`src/rtl/fb_rect_fill_scheduler_if.sv`:
```
// Bundle between drawing clients, the fill scheduler and the framebuffer write port.
// The scheduler takes the slave view; clients and framebuffer together form the master.
interface fb_rect_fill_scheduler_if #(
  parameter int NUM_REQ = 4,
  parameter int X_W     = 9,
  parameter int Y_W     = 8,
  parameter int COLOR_W = 3
);
  logic [NUM_REQ-1:0]         req;
  logic [NUM_REQ*X_W-1:0]     req_x0;
  logic [NUM_REQ*Y_W-1:0]     req_y0;
  logic [NUM_REQ*X_W-1:0]     req_x1;
  logic [NUM_REQ*Y_W-1:0]     req_y1;
  logic [NUM_REQ*COLOR_W-1:0] req_color;
  logic [NUM_REQ-1:0]         gnt;
  logic                       done;
  logic [2:0]                 done_id;
  logic                       busy;
  logic                       fb_we;
  logic [X_W-1:0]             fb_x;
  logic [Y_W-1:0]             fb_y;
  logic [COLOR_W-1:0]         fb_color;
  logic                       fb_ready;

  modport slave (
    input  req, req_x0, req_y0, req_x1, req_y1, req_color, fb_ready,
    output gnt, done, done_id, busy, fb_we, fb_x, fb_y, fb_color
  );

  modport master (
    output req, req_x0, req_y0, req_x1, req_y1, req_color, fb_ready,
    input  gnt, done, done_id, busy, fb_we, fb_x, fb_y, fb_color
  );
endinterface

```
`src/rtl/fb_rect_fill_scheduler.sv`:
```
// Round-robin arbiter that streams one granted solid rectangle at a time,
// in raster order, onto the shared framebuffer write port.
module fb_rect_fill_scheduler #(
  parameter int NUM_REQ = 4,
  parameter int X_W     = 9,
  parameter int Y_W     = 8,
  parameter int COLOR_W = 3,
  parameter int X_MAX   = 319,
  parameter int Y_MAX   = 239
) (
  input logic                     CLOCK_50,
  input logic                     reset,
  fb_rect_fill_scheduler_if.slave bus
);

  // state   | meaning
  // IDLE    | arbitrate pending requests
  // FILL    | stream pixels of the latched rectangle
  // DONE    | pulse done for the finished client
  localparam logic [1:0] ST_IDLE = 2'd0;
  localparam logic [1:0] ST_FILL = 2'd1;
  localparam logic [1:0] ST_DONE = 2'd2;

  logic [1:0]         state_q, state_d;
  logic [2:0]         rr_q, rr_d;
  logic [2:0]         id_q, id_d;
  logic [NUM_REQ-1:0] gnt_q, gnt_d;
  logic [X_W-1:0]     x0_q, x0_d, x1_q, x1_d, x_q, x_d;
  logic [Y_W-1:0]     y1_q, y1_d, y_q, y_d;
  logic [COLOR_W-1:0] color_q, color_d;

  logic [7:0]         req_pad;
  logic [3:0]         cand;
  logic               pick_valid;
  logic [2:0]         pick_idx;
  logic [X_W-1:0]     sel_x0, sel_x1, x1c;
  logic [Y_W-1:0]     sel_y0, sel_y1, y1c;
  logic [COLOR_W-1:0] sel_color;
  logic               rect_empty;
  logic               done_w;

  assign req_pad = 8'(bus.req);

  // First requester at or after the rr pointer, wrapping modulo NUM_REQ.
  always_comb begin
    pick_valid = 1'b0;
    pick_idx   = '0;
    cand       = '0;
    for (int i = 0; i < NUM_REQ; i++) begin
      cand = {1'b0, rr_q} + 4'(i);
      if (cand >= 4'(NUM_REQ)) cand = cand - 4'(NUM_REQ);
      if (!pick_valid && req_pad[cand[2:0]]) begin
        pick_valid = 1'b1;
        pick_idx   = cand[2:0];
      end
    end
  end

  always_comb begin
    sel_x0    = '0;
    sel_y0    = '0;
    sel_x1    = '0;
    sel_y1    = '0;
    sel_color = '0;
    for (int i = 0; i < NUM_REQ; i++) begin
      if (pick_idx == 3'(i)) begin
        sel_x0    = bus.req_x0[i*X_W +: X_W];
        sel_y0    = bus.req_y0[i*Y_W +: Y_W];
        sel_x1    = bus.req_x1[i*X_W +: X_W];
        sel_y1    = bus.req_y1[i*Y_W +: Y_W];
        sel_color = bus.req_color[i*COLOR_W +: COLOR_W];
      end
    end
  end

  // Clipping keeps the == end-of-row/column compares from ever wrapping.
  assign x1c        = (sel_x1 > X_W'(X_MAX)) ? X_W'(X_MAX) : sel_x1;
  assign y1c        = (sel_y1 > Y_W'(Y_MAX)) ? Y_W'(Y_MAX) : sel_y1;
  assign rect_empty = (sel_x0 > x1c) || (sel_y0 > y1c);

  always_comb begin
    state_d = state_q;
    rr_d    = rr_q;
    id_d    = id_q;
    gnt_d   = '0;
    x0_d    = x0_q;
    x1_d    = x1_q;
    x_d     = x_q;
    y1_d    = y1_q;
    y_d     = y_q;
    color_d = color_q;
    case (state_q)
      ST_IDLE: begin
        if (pick_valid) begin
          gnt_d   = NUM_REQ'(1) << pick_idx;
          id_d    = pick_idx;
          rr_d    = (pick_idx == 3'(NUM_REQ-1)) ? 3'd0 : pick_idx + 3'd1;
          x0_d    = sel_x0;
          x_d     = sel_x0;
          x1_d    = x1c;
          y_d     = sel_y0;
          y1_d    = y1c;
          color_d = sel_color;
          state_d = rect_empty ? ST_DONE : ST_FILL;
        end
      end
      ST_FILL: begin
        if (bus.fb_ready) begin
          if (x_q == x1_q) begin
            x_d = x0_q;
            if (y_q == y1_q) state_d = ST_DONE;
            else             y_d     = y_q + Y_W'(1);
          end else begin
            x_d = x_q + X_W'(1);
          end
        end
      end
      ST_DONE: begin
        // An empty rectangle enters DONE in its grant cycle; wait one cycle so done trails gnt.
        if (!(|gnt_q)) state_d = ST_IDLE;
      end
      default: state_d = ST_IDLE;
    endcase
  end

  always_ff @(posedge CLOCK_50) begin
    if (reset) begin
      state_q <= ST_IDLE;
      rr_q    <= '0;
      id_q    <= '0;
      gnt_q   <= '0;
      x0_q    <= '0;
      x1_q    <= '0;
      x_q     <= '0;
      y1_q    <= '0;
      y_q     <= '0;
      color_q <= '0;
    end else begin
      state_q <= state_d;
      rr_q    <= rr_d;
      id_q    <= id_d;
      gnt_q   <= gnt_d;
      x0_q    <= x0_d;
      x1_q    <= x1_d;
      x_q     <= x_d;
      y1_q    <= y1_d;
      y_q     <= y_d;
      color_q <= color_d;
    end
  end

  assign done_w       = (state_q == ST_DONE) && !(|gnt_q);
  assign bus.done     = done_w;
  assign bus.done_id  = done_w ? id_q : 3'd0;
  assign bus.gnt      = gnt_q;
  assign bus.busy     = (state_q != ST_IDLE);
  assign bus.fb_we    = (state_q == ST_FILL);
  assign bus.fb_x     = x_q;
  assign bus.fb_y     = y_q;
  assign bus.fb_color = color_q;

endmodule
```
`src/flat_wrapper.sv`:
```
// flat-port wrapper written by rule: the top's interface ports become plain ports
module fb_rect_fill_scheduler_flat 
#(
  parameter int NUM_REQ = 4,
  parameter int X_W     = 9,
  parameter int Y_W     = 8,
  parameter int COLOR_W = 3,
  parameter int X_MAX   = 319,
  parameter int Y_MAX   = 239
)
  (CLOCK_50, reset, bus_req, bus_req_x0, bus_req_y0, bus_req_x1, bus_req_y1, bus_req_color, bus_fb_ready, bus_gnt, bus_done, bus_done_id, bus_busy, bus_fb_we, bus_fb_x, bus_fb_y, bus_fb_color);
  fb_rect_fill_scheduler_if #(.NUM_REQ(NUM_REQ), .X_W(X_W), .Y_W(Y_W), .COLOR_W(COLOR_W)) bus_i ();
  input logic CLOCK_50;
  input logic reset;
  input wire logic [$bits(bus_i.req)-1:0] bus_req;
  input wire logic [$bits(bus_i.req_x0)-1:0] bus_req_x0;
  input wire logic [$bits(bus_i.req_y0)-1:0] bus_req_y0;
  input wire logic [$bits(bus_i.req_x1)-1:0] bus_req_x1;
  input wire logic [$bits(bus_i.req_y1)-1:0] bus_req_y1;
  input wire logic [$bits(bus_i.req_color)-1:0] bus_req_color;
  input wire logic [$bits(bus_i.fb_ready)-1:0] bus_fb_ready;
  output wire logic [$bits(bus_i.gnt)-1:0] bus_gnt;
  output wire logic [$bits(bus_i.done)-1:0] bus_done;
  output wire logic [$bits(bus_i.done_id)-1:0] bus_done_id;
  output wire logic [$bits(bus_i.busy)-1:0] bus_busy;
  output wire logic [$bits(bus_i.fb_we)-1:0] bus_fb_we;
  output wire logic [$bits(bus_i.fb_x)-1:0] bus_fb_x;
  output wire logic [$bits(bus_i.fb_y)-1:0] bus_fb_y;
  output wire logic [$bits(bus_i.fb_color)-1:0] bus_fb_color;
  assign bus_i.req = bus_req;
  assign bus_i.req_x0 = bus_req_x0;
  assign bus_i.req_y0 = bus_req_y0;
  assign bus_i.req_x1 = bus_req_x1;
  assign bus_i.req_y1 = bus_req_y1;
  assign bus_i.req_color = bus_req_color;
  assign bus_i.fb_ready = bus_fb_ready;
  assign bus_gnt = bus_i.gnt;
  assign bus_done = bus_i.done;
  assign bus_done_id = bus_i.done_id;
  assign bus_busy = bus_i.busy;
  assign bus_fb_we = bus_i.fb_we;
  assign bus_fb_x = bus_i.fb_x;
  assign bus_fb_y = bus_i.fb_y;
  assign bus_fb_color = bus_i.fb_color;
  fb_rect_fill_scheduler #(.NUM_REQ(NUM_REQ), .X_W(X_W), .Y_W(Y_W), .COLOR_W(COLOR_W), .X_MAX(X_MAX), .Y_MAX(Y_MAX)) u_core (.CLOCK_50(CLOCK_50), .reset(reset), .bus(bus_i));
endmodule
```
`config.mk`:
```
export PLATFORM = sky130hd
export DESIGN_NAME = fb_rect_fill_scheduler_flat
export DESIGN_NICKNAME = d
export VERILOG_FILES = /design/src/rtl/fb_rect_fill_scheduler_if.sv /design/src/rtl/fb_rect_fill_scheduler.sv /design/src/flat_wrapper.sv
export SDC_FILE = /design/constraint.sdc
export NUM_CORES = 1
export LEC_CHECK = 0
export ABC_AREA = 0
export BUFFER_PORTS_ARGS = -buffer_cell sky130_fd_sc_hd__buf_4
export CAP_MARGIN = 15
export CORE_MARGIN = 10
export CORE_UTILIZATION = 43
export DETAILED_ROUTE_END_ITERATION = 7
export PLACE_DENSITY_LB_ADDON = 0.15
export RECOVER_POWER = 25
export SLEW_MARGIN = 30
export SYNTH_ARGS = -nofsm -noshare
export SYNTH_HDL_FRONTEND = slang
export SYNTH_SLANG_ARGS = --single-unit
```
`constraint.sdc`:
```
create_clock -name CLOCK_50 -period 5.47 [get_ports CLOCK_50]
set_input_delay 0.2735 -clock CLOCK_50 [delete_from_list [all_inputs] [get_ports CLOCK_50]]
set_output_delay 0.2735 -clock CLOCK_50 [all_outputs]
set_load 0.005 [all_outputs]
```
==> results.md, run 1 <==
* Outcome: complete, no violations
* Overflow left after global routing at 0
* H-tree depth at 3
* # Max-Cap Violations at 0
* Actual slew at the worst max-slew pin at 764 ps
* Adder-cell share of the synthesized area at 0.0627
* Cells taking the most area after synthesis: sky130_fd_sc_hd__dfxtp_1 (23%), sky130_fd_sc_hd__a21oi_1 (8.6%), sky130_fd_sc_hd__nand2_1 (6.4%)
* Synthesized area at 4990 um2
* Data required time of the worst path at approximately 5700 ps
* Post-placement worst setup slack at 333 ps
* First-iteration detailed-routing DRC count at 682
* Area fraction in and, or, nand and nor cells after synthesis at 0.244
* Routed wire length per instance at slightly below 20 um
* Arrival time at the worst endpoint at 5310 ps
* Maximum number of pins on one net before global-route repair at 58
* Maximum clock insertion buffer count at 2
* Multiplexer share of the synthesized area at 0.0316
* Global-route track usage on met3 at 0.0571
* Post-CTS setup buffer count at 0
* Hold violation count in the final report at 0
* Proportion of layout cells with a drive suffix above 1 at 0.284
* Number of antenna repair diodes at 0
* Top-level I/O count at around 190
* Post-layout net count at slightly above 1000
* Cell count after synthesis at roughly 680
* Leakage at 2.97 nW
* Finished Layout Cells at 980
* Setup slack of the critical path after layout at 392 ps
* Clk_skew at 10.1 ps
* First-pass GRT wire length at 29400 um
* Die area at 16300 um2
* Switching power at 2.65 mW
* Fmax at 197 MHz
* Number of global-route vias before repair at 5381
* Share of total power in the clock network at 0.105
* Max Fanout on Critical Path at 30
* Top FF cell, synth: sky130_fd_sc_hd__dfxtp_1
* Commonest cells post-synth: sky130_fd_sc_hd__a21oi_1 (86), sky130_fd_sc_hd__nand2_1 (85), sky130_fd_sc_hd__nor2_1 (64)
* Unique cell type count in the Yosys netlist at between 70 and 80
* Filler instances at between 1000 and 1500
* Most used standard cell by instance count after synthesis: sky130_fd_sc_hd__a21oi_1
* Via count at 5701
* Async set-reset flop share out of synthesis at 0
* Ys Warns at 0
* Number of clock sinks seen by CTS at 58
* Site row count at 39
* Inst Count DP at 965
* M2 GR Usage at 0.342
* Post-route cell area at around 6700 um2
* WHS at 234 ps
* Final WL at 19000 um
* Antenna violations before repair at 0
* Final antenna-violating net count at 0
* Unrepaired setup endpoints after global routing: false
* Hpwl dp at 15100 um
* CTS tree: done
* Power consumption at between 5 and 6 mW
* Instance area at placement at 6400 um2
* Area Overhead vs Synth at 34.0%
* Multi-input logic area at 3480 um2
* Width of the die at between 100 and 150 um
* Switching share of power at 0.507
* Number of port buffers at 184
* HP Class: input port to flip-flop
* Pre-antenna DRT Iters at 5
* Die extent in y at 128 um
* Compound-cell area share of the yosys netlist at 0.314
* Mean Syn Cell Area at roughly 7.4 um2
* Cells on worst reg2reg path at 21
* Initial cell density of the core at 0.439
* Clock buffer count from CTS at 9
* Setup-failing EPs final at 0
* Final worst path period share at 0.928
* Number of vias per cell at approximately 5.8
* Worst-skew pair later-pin latency at between 300 and 400 ps
* Library cell used as clock root buffer: sky130_fd_sc_hd__clkbuf_16
* Internal power consumption at approximately 2.6 mW
* Type of element capturing the critical path: flip-flop
* Count of flip-flops with a built-in enable after synthesis at 0
* Main combinational cell family by area after synthesis: compound AO/OA/AOI/OAI gates
* Final weighted congestion in routability-driven placement at 0.911
* Register area share after synthesis at 0.233
* Global-route met1 utilization at 0.292
* Tmin final at 5080 ps
* Register clock-pin slew on the reported worst setup and hold paths at 60 ps
* Worst max-slew margin expressed relative to the limit at 0.490
* Share of power burned in combinational logic at 0.757
* Startpoint class of the critical path: flip-flop
* Hold Crit Depth at 3
* Post-CTS Hold Buffers at 0
* Most area-hungry cell type in the Yosys netlist: sky130_fd_sc_hd__dfxtp_1
* Ratio of total power to cell area at 782 nW/um2
* Flop pwr share at 0.139
* Final standard cell utilization of the core at 0.588
* Global route hottest layer: met2
* Register area at approximately 1200 um2
* DRC errors left at 0
* Fraction of synthesized cell area taken by the top area cell type at 0.233
* Number of nets produced by synthesis at 857
* Overall global routing resource usage at 0.221
* Final Max Slew Viols at 0
* Floorplan core area at around 11000 um2
* Largest voltage drop on the vdd net at 0.000724 V
* Xor/xnor cell area share of the yosys netlist at 0.0421
* Summed negative setup slack over all endpoints at 0 ps
* Number of storage elements in the synthesis netlist at 58
* Worst Setup Path Type: flip-flop to flip-flop
==> what timing repair did <==
item	CTS	global route
endpoints found under the setup margin	0	2
endpoints found under the hold margin	0	0
resized for setup	0	1
==> layout by cell type, fill, tap and decap left out, drive strengths merged, types with 5 or more instances in the layout <==
cell | netlist | final
a211oi | 21 | 21
xor2 | 13 | 13
nor2b | 8 | 8
xnor2 | 11 | 11
a22oi | 9 | 9
a21o | 9 | 9
nand3 | 12 | 12
buf | 27 | 178
a31oi | 8 | 8
o211ai | 6 | 6
o21ai | 25 | 25
o22ai | 6 | 6
inv | 22 | 22
ha | 25 | 25
nor2 | 64 | 64
a21oi | 87 | 87
mux2i | 9 | 9
dfxtp | 58 | 58
a311oi | 9 | 9
o211a | 6 | 6
nand3b | 23 | 23
nand2 | 86 | 86
clkinv | 2 | 5
o31ai | 5 | 5
clkbuf | 27 | 31
nor3 | 18 | 18
o32ai | 5 | 5
nor4 | 8 | 8
nand2b | 7 | 7
nand4 | 7 | 7
==> flip-flops by register name (all words and copies together), names as in the netlist <==
name	flops
u_core.rr_q	3
u_core.bus.fb_x	9
u_core.bus.gnt	4
u_core.id_q	3
u_core.y1_q	8
u_core.bus.fb_color	3
u_core.state_q	2
u_core.x1_q	9
u_core.bus.fb_y	8
u_core.x0_q	9
==> final timing paths <==
kind / from / slack [ps] / to
worst max register to register: u_core.rr_q[1] / 390 / u_core.state_q[1]
worst min-delay path: bus_req_color[9] / 230 / u_core.bus.fb_color[0]
worst max-delay path: u_core.rr_q[1] / 390 / u_core.state_q[1]
worst min register to register: u_core.id_q[1] / 450 / u_core.id_q[1]
==> layout make-up <==
class / count / share of cell area
timing repair buffer: 199 / 0.222
tap: 143 / 0.0268
multi-input combinational: 541 / 0.521
inverter: 24 / 0.0135
clock inverter: 5 / 0.00842
sequential: 58 / 0.174
clock buffer: 10 / 0.0343
==> cells by family after synthesis <==
kind of cell,Yosys count
simple gates,252
compound gates,228
buf+inv,78
flops,58
fa+ha+maj,25
xor+xnor,24
mux,12
==> routing by layer <==
layer | up-vias | part of all wire
met5 | - | 0
met4 | 0 | 0.019
met3 | 28 | 0.089
met2 | 287 | 0.46
met1 | 2595 | 0.43
li1 | 2791 | -
==> power by group through the flow <==
stage / clock network (mW) / logic (mW) / registers (mW)
2_1_floorplan: 0 / 2.89 / 0.692
3_3_place_gp: 0 / 3.78 / 0.722
3_5_place_dp: 0 / 3.87 / 0.730
4_1_cts: 0.552 / 3.91 / 0.722
5_1_grt: 0.572 / 4.35 / 0.742
6_report: 0.547 / 3.96 / 0.725
==> worst max-delay path, cell delays in order, from the launching register on <==
cell and delay (ps):
sky130_fd_sc_hd__dfxtp_2 430, sky130_fd_sc_hd__inv_1 90, sky130_fd_sc_hd__ha_1 320, sky130_fd_sc_hd__mux4_2 570
sky130_fd_sc_hd__a21oi_2 250, sky130_fd_sc_hd__a311oi_1 120, sky130_fd_sc_hd__a311oi_4 460, sky130_fd_sc_hd__inv_2 120
sky130_fd_sc_hd__ha_1 280, sky130_fd_sc_hd__buf_4 260, sky130_fd_sc_hd__nand2_1 100, sky130_fd_sc_hd__o21ai_0 70
sky130_fd_sc_hd__a22oi_1 270, sky130_fd_sc_hd__a21o_1 270, sky130_fd_sc_hd__o211a_1 240, sky130_fd_sc_hd__ha_1 260
sky130_fd_sc_hd__nor2b_1 140, sky130_fd_sc_hd__o21ai_0 140, sky130_fd_sc_hd__a21oi_1 90, sky130_fd_sc_hd__o21bai_1 150
sky130_fd_sc_hd__nand4_1 160, sky130_fd_sc_hd__o2111a_1 190
No activity file was read; power rests on OpenSTA's default activity.
==> run 2, diff against run 1 <==
--- a/config.mk
+++ b/config.mk
@@ -9,7 +9,7 @@
 export BUFFER_PORTS_ARGS = -buffer_cell sky130_fd_sc_hd__buf_4
 export CAP_MARGIN = 15
 export CORE_MARGIN = 10
-export CORE_UTILIZATION = 43
+export CORE_UTILIZATION = 32
 export DETAILED_ROUTE_END_ITERATION = 7
 export PLACE_DENSITY_LB_ADDON = 0.15
 export RECOVER_POWER = 25
==> run 2 against run 1 <==
- utilization shrank 14 points
- largest cell class unchanged
- largest power group unchanged
- first-iteration DRC count shrank 36%
- sequential share of layout area shrank 0.44 points
- register-to-register slack lost 50 ps
- critical path type unchanged
==> results.md, run 2 (synthesis gave the netlist of run 1 again) <==
* Outcome: complete, no violations
* Flop pwr share at 0.134
* Start of the worst register-to-register path: u_core.rr_q[1]
* Critical path cell sequence: inv_1 > ha_1 > mux4_2 > a2111oi_1 > a41o_2 > a311oi_4 > inv_2 > ha_2 > buf_4 > nand3b_1 > a21oi_1 > a21oi_1 > o21ai_0 > nor2_1 > ha_1 > nor2b_1 > o21a_1 > o21a_1 > o21ai_0 > nand4_1 > o2111a_1
* Setup slack of the critical path after layout at 346 ps
* Number of port buffers at 184
* Switching power at 2.72 mW
* Antenna violations before repair at 0
* Ratio of total power to cell area at 789 nW/um2
* Largest voltage drop on the vdd net at between 0.0003 and 0.0004 V
* Number of global-route vias before repair at 5644
* Slowest CP cell: sky130_fd_sc_hd__mux4_2
* Final WL at 20400 um
* Clock buffer count from CTS at 9
* Floorplan core area at roughly 15000 um2
* Endpoint of the worst-slack reg-to-reg timing path: u_core.state_q[1]
* Post-layout net count at approximately 1000
* Overflow left after global routing at 0
* DRC errors left at 0
* Total buffers and inverters traversed by the critical path at 3
* Internal power consumption at around 2.7 mW
* Post-CTS Hold Buffers at 0
* Cell type group with the largest total delay on the critical path: compound AO/OA/AOI/OAI gates
* Most frequent cells in the layout: sky130_fd_sc_hd__buf_4 (177), sky130_fd_sc_hd__a21oi_1 (86), sky130_fd_sc_hd__nand2_1 (85)
* Hold violation count in the final report at 0
* Proportion of layout cells with a drive suffix above 1 at 0.283
* Worst max-slew margin expressed relative to the limit at 0.466
* Overall global routing resource usage at 0.189
* Setup-failing EPs final at 0
* Share of total power in the clock network at 0.112
* Site row count at 45
* Width of the die at 145 um
* Switching share of power at 0.502
* Hold Path Sink: u_core.bus.fb_color[2]
* Leakage at 2.99 nW
* Clk_skew at between 3 and 4 ps
* Delay of the slowest critical-path stage at 560 ps
* Final worst path period share at 0.937
* Summed negative setup slack over all endpoints at 0 ps
* Startpoint class of the critical path: flip-flop
* Final antenna-violating net count at 0
* Area Overhead vs Synth at 37.5%
* Unrepaired setup endpoints after global routing: false
* Initial cell density of the core at 0.327
* Worst Setup Path Type: flip-flop to flip-flop
* Number of clock sinks seen by CTS at between 50 and 60
* Die extent in y at roughly 140 um
* Post-placement worst setup slack at roughly 90 ps
* Hold Crit Depth at 3
* Library cell used as clock root buffer: sky130_fd_sc_hd__clkbuf_16
* Top-level I/O count at approximately 190
* Share of power burned in combinational logic at 0.754
* Final Max Slew Viols at 0
* H-tree depth at 3
* Die area at 21000 um2
* Pre-antenna DRT Iters at 5
* Arrival time at the worst endpoint at between 5000 and 6000 ps
* Final weighted congestion in routability-driven placement at 0.904
* Min-delay src: bus_req_color[11]
* Most common cell after layout, fill and taps aside: sky130_fd_sc_hd__buf_4
* Data required time of the worst path at 5690 ps
* Hpwl dp at 15900 um
* Max Fanout on Critical Path at 22
* Number of vias per cell at 5.43
* Number of antenna repair diodes at 0
* # Max-Cap Violations at 0
* Type of element capturing the critical path: flip-flop
* Register clock-pin slew on the reported worst setup and hold paths at 50 ps
* Maximum number of pins on one net before global-route repair at 58
* First-pass GRT wire length at just over 30000 um
* Routed wire length per instance at 19.4 um
* Fmax at a little under 200 MHz
* Tmin final at 5120 ps
* Via count at 5711
* CTS tree: done
* Cells on worst reg2reg path at 21
* FF-to-FF setup slack at around 350 ps
* Actual slew at the worst max-slew pin at between 800 and 900 ps
* HP Class: input port to flip-flop
* Maximum clock insertion buffer count at 2
* Worst-skew pair later-pin latency at 330 ps
* Filler instances at 1569
* First-iteration detailed-routing DRC count at 434
==> run 2: changes by cell type in the layout (fill, tap and decap cells not counted), moves of 2 or more <==
cell / previous run / this run
sky130_fd_sc_hd__clkbuf_1: 3 / 7
sky130_fd_sc_hd__clkbuf_4: 19 / 14
sky130_fd_sc_hd__ha_4: 0 / 3
sky130_fd_sc_hd__ha_2: 3 / 1
sky130_fd_sc_hd__buf_12: 0 / 2
==> run 2: worst max path at each step <==
stage	from	endpoint	slack, ps	cells after the start
2_1_floorplan	u_core.rr_q[0]	u_core.state_q[1]	480	23
3_3_place_gp	u_core.rr_q[1]	u_core.state_q[1]	290	20
3_5_place_dp	u_core.rr_q[1]	u_core.state_q[1]	90	21
4_1_cts	u_core.rr_q[1]	u_core.state_q[1]	90	21
5_1_grt	u_core.rr_q[1]	u_core.state_q[1]	50	21
6_report	u_core.rr_q[1]	u_core.state_q[1]	350	21
==> run 2: power by group through the flow <==
stage | Clock [mW] | Combinational [mW] | Sequential [mW]
after floorplan | 0 | 2.89 | 0.692
after global placement | 0 | 3.94 | 0.725
after detailed placement | 0 | 4.02 | 0.732
after CTS | 0.617 | 4.04 | 0.724
after global routing | 0.635 | 4.59 | 0.749
final | 0.605 | 4.08 | 0.726
==> run 2: stage by stage <==
step | power (mW) | std cells | instance area [um2] | hold slack [ps] | utilization
2_1_floorplan | 3.59 | 677 | 4990 | 427 | -
3_3_place_gp | 4.67 | 1034 | 6520 | 443 | 0.427
3_5_place_dp | 4.75 | 1034 | 6520 | 446 | 0.427
4_1_cts | 5.39 | 1050 | 6840 | 220 | 0.448
5_1_grt | 5.97 | 1051 | 6860 | 248 | 0.449
6_report | 5.41 | 1051 | 6860 | 228 | 0.449
==> run 2: worst min-delay path, delay by kind of cell <==
family                 cells  cell delay [ps]
AND/OR/NAND/NOR            1              110
buffers and inverters      1               70
AO/OA/AOI/OAI              1               50
==> run 2: layout make-up <==
| type | count | area (um2) | area share |
|---|---|---|---|
| clock inverters | 7 | 92.6 | 0.0135 |
| inverters | 24 | 90.1 | 0.0131 |
| well taps | 211 | 264 | 0.0385 |
| flip-flops and latches | 58 | 1160 | 0.169 |
| repair buffers | 201 | 1500 | 0.219 |
| multi-input cells | 541 | 3520 | 0.513 |
| clock buffers | 9 | 225 | 0.0328 |
==> run 2: layer usage <==
metal	global-route usage	up-vias	wire, um
li1	-	2796	-
met1	0.259	2657	9530
met2	0.276	244	8800
met3	0.0658	14	1800
met4	0.0457	0	223
met5	0	-	0
==> run 2: repair_timing <==
item                       in CTS  in global routing
setup endpoints to repair       0                  2
buffers inserted                0                  1
gates resized for setup         0                  7
==> run 3, diff against run 2 <==
==> constraint.sdc (replaced) <==
create_clock -name CLOCK_50 -period 5.47 [get_ports CLOCK_50]
set_input_delay 1.094 -clock CLOCK_50 [delete_from_list [all_inputs] [get_ports CLOCK_50]]
set_output_delay 1.094 -clock CLOCK_50 [all_outputs]
set_load 0.005 [all_outputs]
==> run 3 against run 2 <==
- setup slack better by 82 ps
- sequential share of layout area hardly changed
- worst hold slack improved by 220 ps
- sequential cell count is the same
- routed wire length is 0.51% lower
- count of clock-buffer cells in the layout rose by 1
- utilization is essentially flat
- via count down 0.96%
- die area did not move
- clock power fell by 7.8%
- non-clock buffer count up 8
- critical endpoint unchanged
==> results.md, run 3 (synthesis gave the netlist of run 1 again) <==
* Outcome: complete, no violations
* Register area at 1160 um2
* First-pass GRT wire length at 31000 um
* Clk_skew at 3.81 ps
* Overall global routing resource usage at 0.187
* Final WL at just over 20000 um
* Maximum clock insertion buffer count at 2
* Type of element capturing the critical path: flip-flop
* Die extent in y at 145 um
* Largest voltage drop on the vdd net at 0.000226 V
* Post-CTS sizing at 0
* Final Max Slew Viols at 0
* Routed wire length per instance at roughly 19 um
* Max Fanout on Critical Path at 48
* Proportion of layout cells with a drive suffix above 1 at 0.286
* Clock buffer count from CTS at 9
* H-tree depth at 3
* Hpwl dp at 16100 um
* Worst Setup Path Type: input port to flip-flop
* Antenna violations before repair at 0
* Actual slew at the worst max-slew pin at 803 ps
* Fmax at ~200 MHz
* HP Class: flip-flop to flip-flop
* Via count at around 5700
* Worst-skew pair later-pin latency at 330 ps
* Initial cell density of the core at 0.327
* Most frequent cells in the layout: sky130_fd_sc_hd__buf_4 (185), sky130_fd_sc_hd__a21oi_1 (86), sky130_fd_sc_hd__nand2_1 (85)
* # Max-Cap Violations at 0
* Summed negative setup slack over all endpoints at 0 ps
* CTS tree: done
* Hold violation count in the final report at 0
* Endpoint of the worst-slack reg-to-reg timing path: u_core.state_q[1]
* Post-CTS setup buffer count at 0
* Number of port buffers at roughly 180
* Post-layout net count at roughly 1000
* Most common cell after layout, fill and taps aside: sky130_fd_sc_hd__buf_4
* Startpoint class of the critical path: input port
* Pre-antenna DRT Iters at 5
* Ratio of total power to cell area at between 700 and 800 nW/um2
* Hold Path Sink: u_core.id_q[1]
* Multi-input logic area at 3480 um2
* Register clock-pin slew on the reported worst setup and hold paths at approximately 50 ps
* Number of antenna repair diodes at 0
* Unrepaired setup endpoints after global routing: false
* Maximum number of pins on one net before global-route repair at between 50 and 60
* Post-route cell area at 6850 um2
* Start of the worst register-to-register path: u_core.rr_q[0]
* Library cell used as clock root buffer: sky130_fd_sc_hd__clkbuf_16
* Power consumption at around 5.4 mW
* Number of clock sinks seen by CTS at 58
* Final worst path period share at 0.922
* Hold Crit Depth at 2
* Instance area at placement at 6590 um2
* Overflow left after global routing at 0
* DRC errors left at 0
* Site row count at 45
* Area Overhead vs Synth at 37.4%
* Cells on worst reg2reg path at 21
* First-iteration detailed-routing DRC count at 436
* Min-delay src: u_core.id_q[1]
* Leakage at about 3.0 nW
* Top-level I/O count at between 150 and 200
* Number of global-route vias before repair at 5576
* FF-to-FF setup slack at 590 ps
* Post-CTS Hold Buffers at 0
* Data required time of the worst path at about 5700 ps
* Setup-failing EPs final at 0
* Floorplan core area at 15300 um2
* Final weighted congestion in routability-driven placement at just under 0.9
* Width of the die at 145 um
* Final antenna-violating net count at 0
* Arrival time at the worst endpoint at between 5000 and 6000 ps
* Filler instances at 1560
* Number of vias per cell at approximately 5.3
* Die area at 21000 um2
* Worst max-slew margin expressed relative to the limit at 0.459
* Tmin final at roughly 5000 ps
run 3: cell count changes in the layout (fill, tap and decap cells not counted), moves of 2 or more:
cell,previous run,this run
sky130_fd_sc_hd__buf_4,177,185
sky130_fd_sc_hd__clkinvlp_4,0,2
sky130_fd_sc_hd__ha_2,1,3
sky130_fd_sc_hd__ha_4,3,0
run 3: layer usage:
layer / vias up / wire length, um / GRT usage
li1: 2807 / - / -
met1: 2581 / 9210 / 0.248
met5: - / 0 / 0
met3: 17 / 1980 / 0.0688
met2: 251 / 8840 / 0.282
met4: 0 / 221 / 0.0426
run 3: how the worst max path moves through the flow:
stage                    start                end  slack [ps]  depth (start not counted)
finish              bus_req[2]  u_core.state_q[1]         430                         20
floorplan           bus_req[0]  u_core.state_q[1]         440                         19
detailed placement  bus_req[0]  u_core.state_q[1]         100                         20
global placement    bus_req[0]  u_core.state_q[1]         190                         20
global route        bus_req[2]  u_core.state_q[1]         100                         20
CTS                 bus_req[0]  u_core.state_q[1]         440                         20
run 3: metrics by stage:
stage / cells / utilization / setup slack (ps) / hold slack [ps]
after detailed placement: 1043 / 0.432 / 104 / 447
after floorplan: 677 / - / 436 / 427
final: 1058 / 0.449 / 429 / 452
after CTS: 1058 / 0.451 / 438 / 454
after global routing: 1058 / 0.449 / 98.4 / 497
after global placement: 1043 / 0.432 / 192 / 444
run 3: critical path: stages:
cell and delay (ps):
sky130_fd_sc_hd__buf_4 130, sky130_fd_sc_hd__mux4_2 520, sky130_fd_sc_hd__a2111oi_0 460, sky130_fd_sc_hd__a41o_2 200, sky130_fd_sc_hd__a311oi_4 60, sky130_fd_sc_hd__inv_2 130, sky130_fd_sc_hd__ha_2 430, sky130_fd_sc_hd__buf_12 250
sky130_fd_sc_hd__nand3b_1 130, sky130_fd_sc_hd__a21oi_1 60, sky130_fd_sc_hd__a21oi_1 270, sky130_fd_sc_hd__o21ai_0 140, sky130_fd_sc_hd__nor2_1 180, sky130_fd_sc_hd__ha_1 270, sky130_fd_sc_hd__nor2b_1 130, sky130_fd_sc_hd__o21a_1 160
sky130_fd_sc_hd__o21a_1 150, sky130_fd_sc_hd__o21ai_0 150, sky130_fd_sc_hd__nand4_1 150, sky130_fd_sc_hd__o2111a_1 170
run 3: report_power, final:
part | internal [mW] | total, mW | switching [mW]
clock | 0.360 | 0.558 | 0.198
combinational | 1.74 | 4.10 | 2.36
sequential | 0.582 | 0.716 | 0.134
total | 2.68 | 5.37 | 2.69
run 3: final cells by class:
type,count,area share
repair buffers,209,0.228
flip-flops and latches,58,0.169
well taps,211,0.0385
multi-input cells,541,0.508
clock inverters,5,0.00803
clock buffers,10,0.0349
inverters,24,0.0131
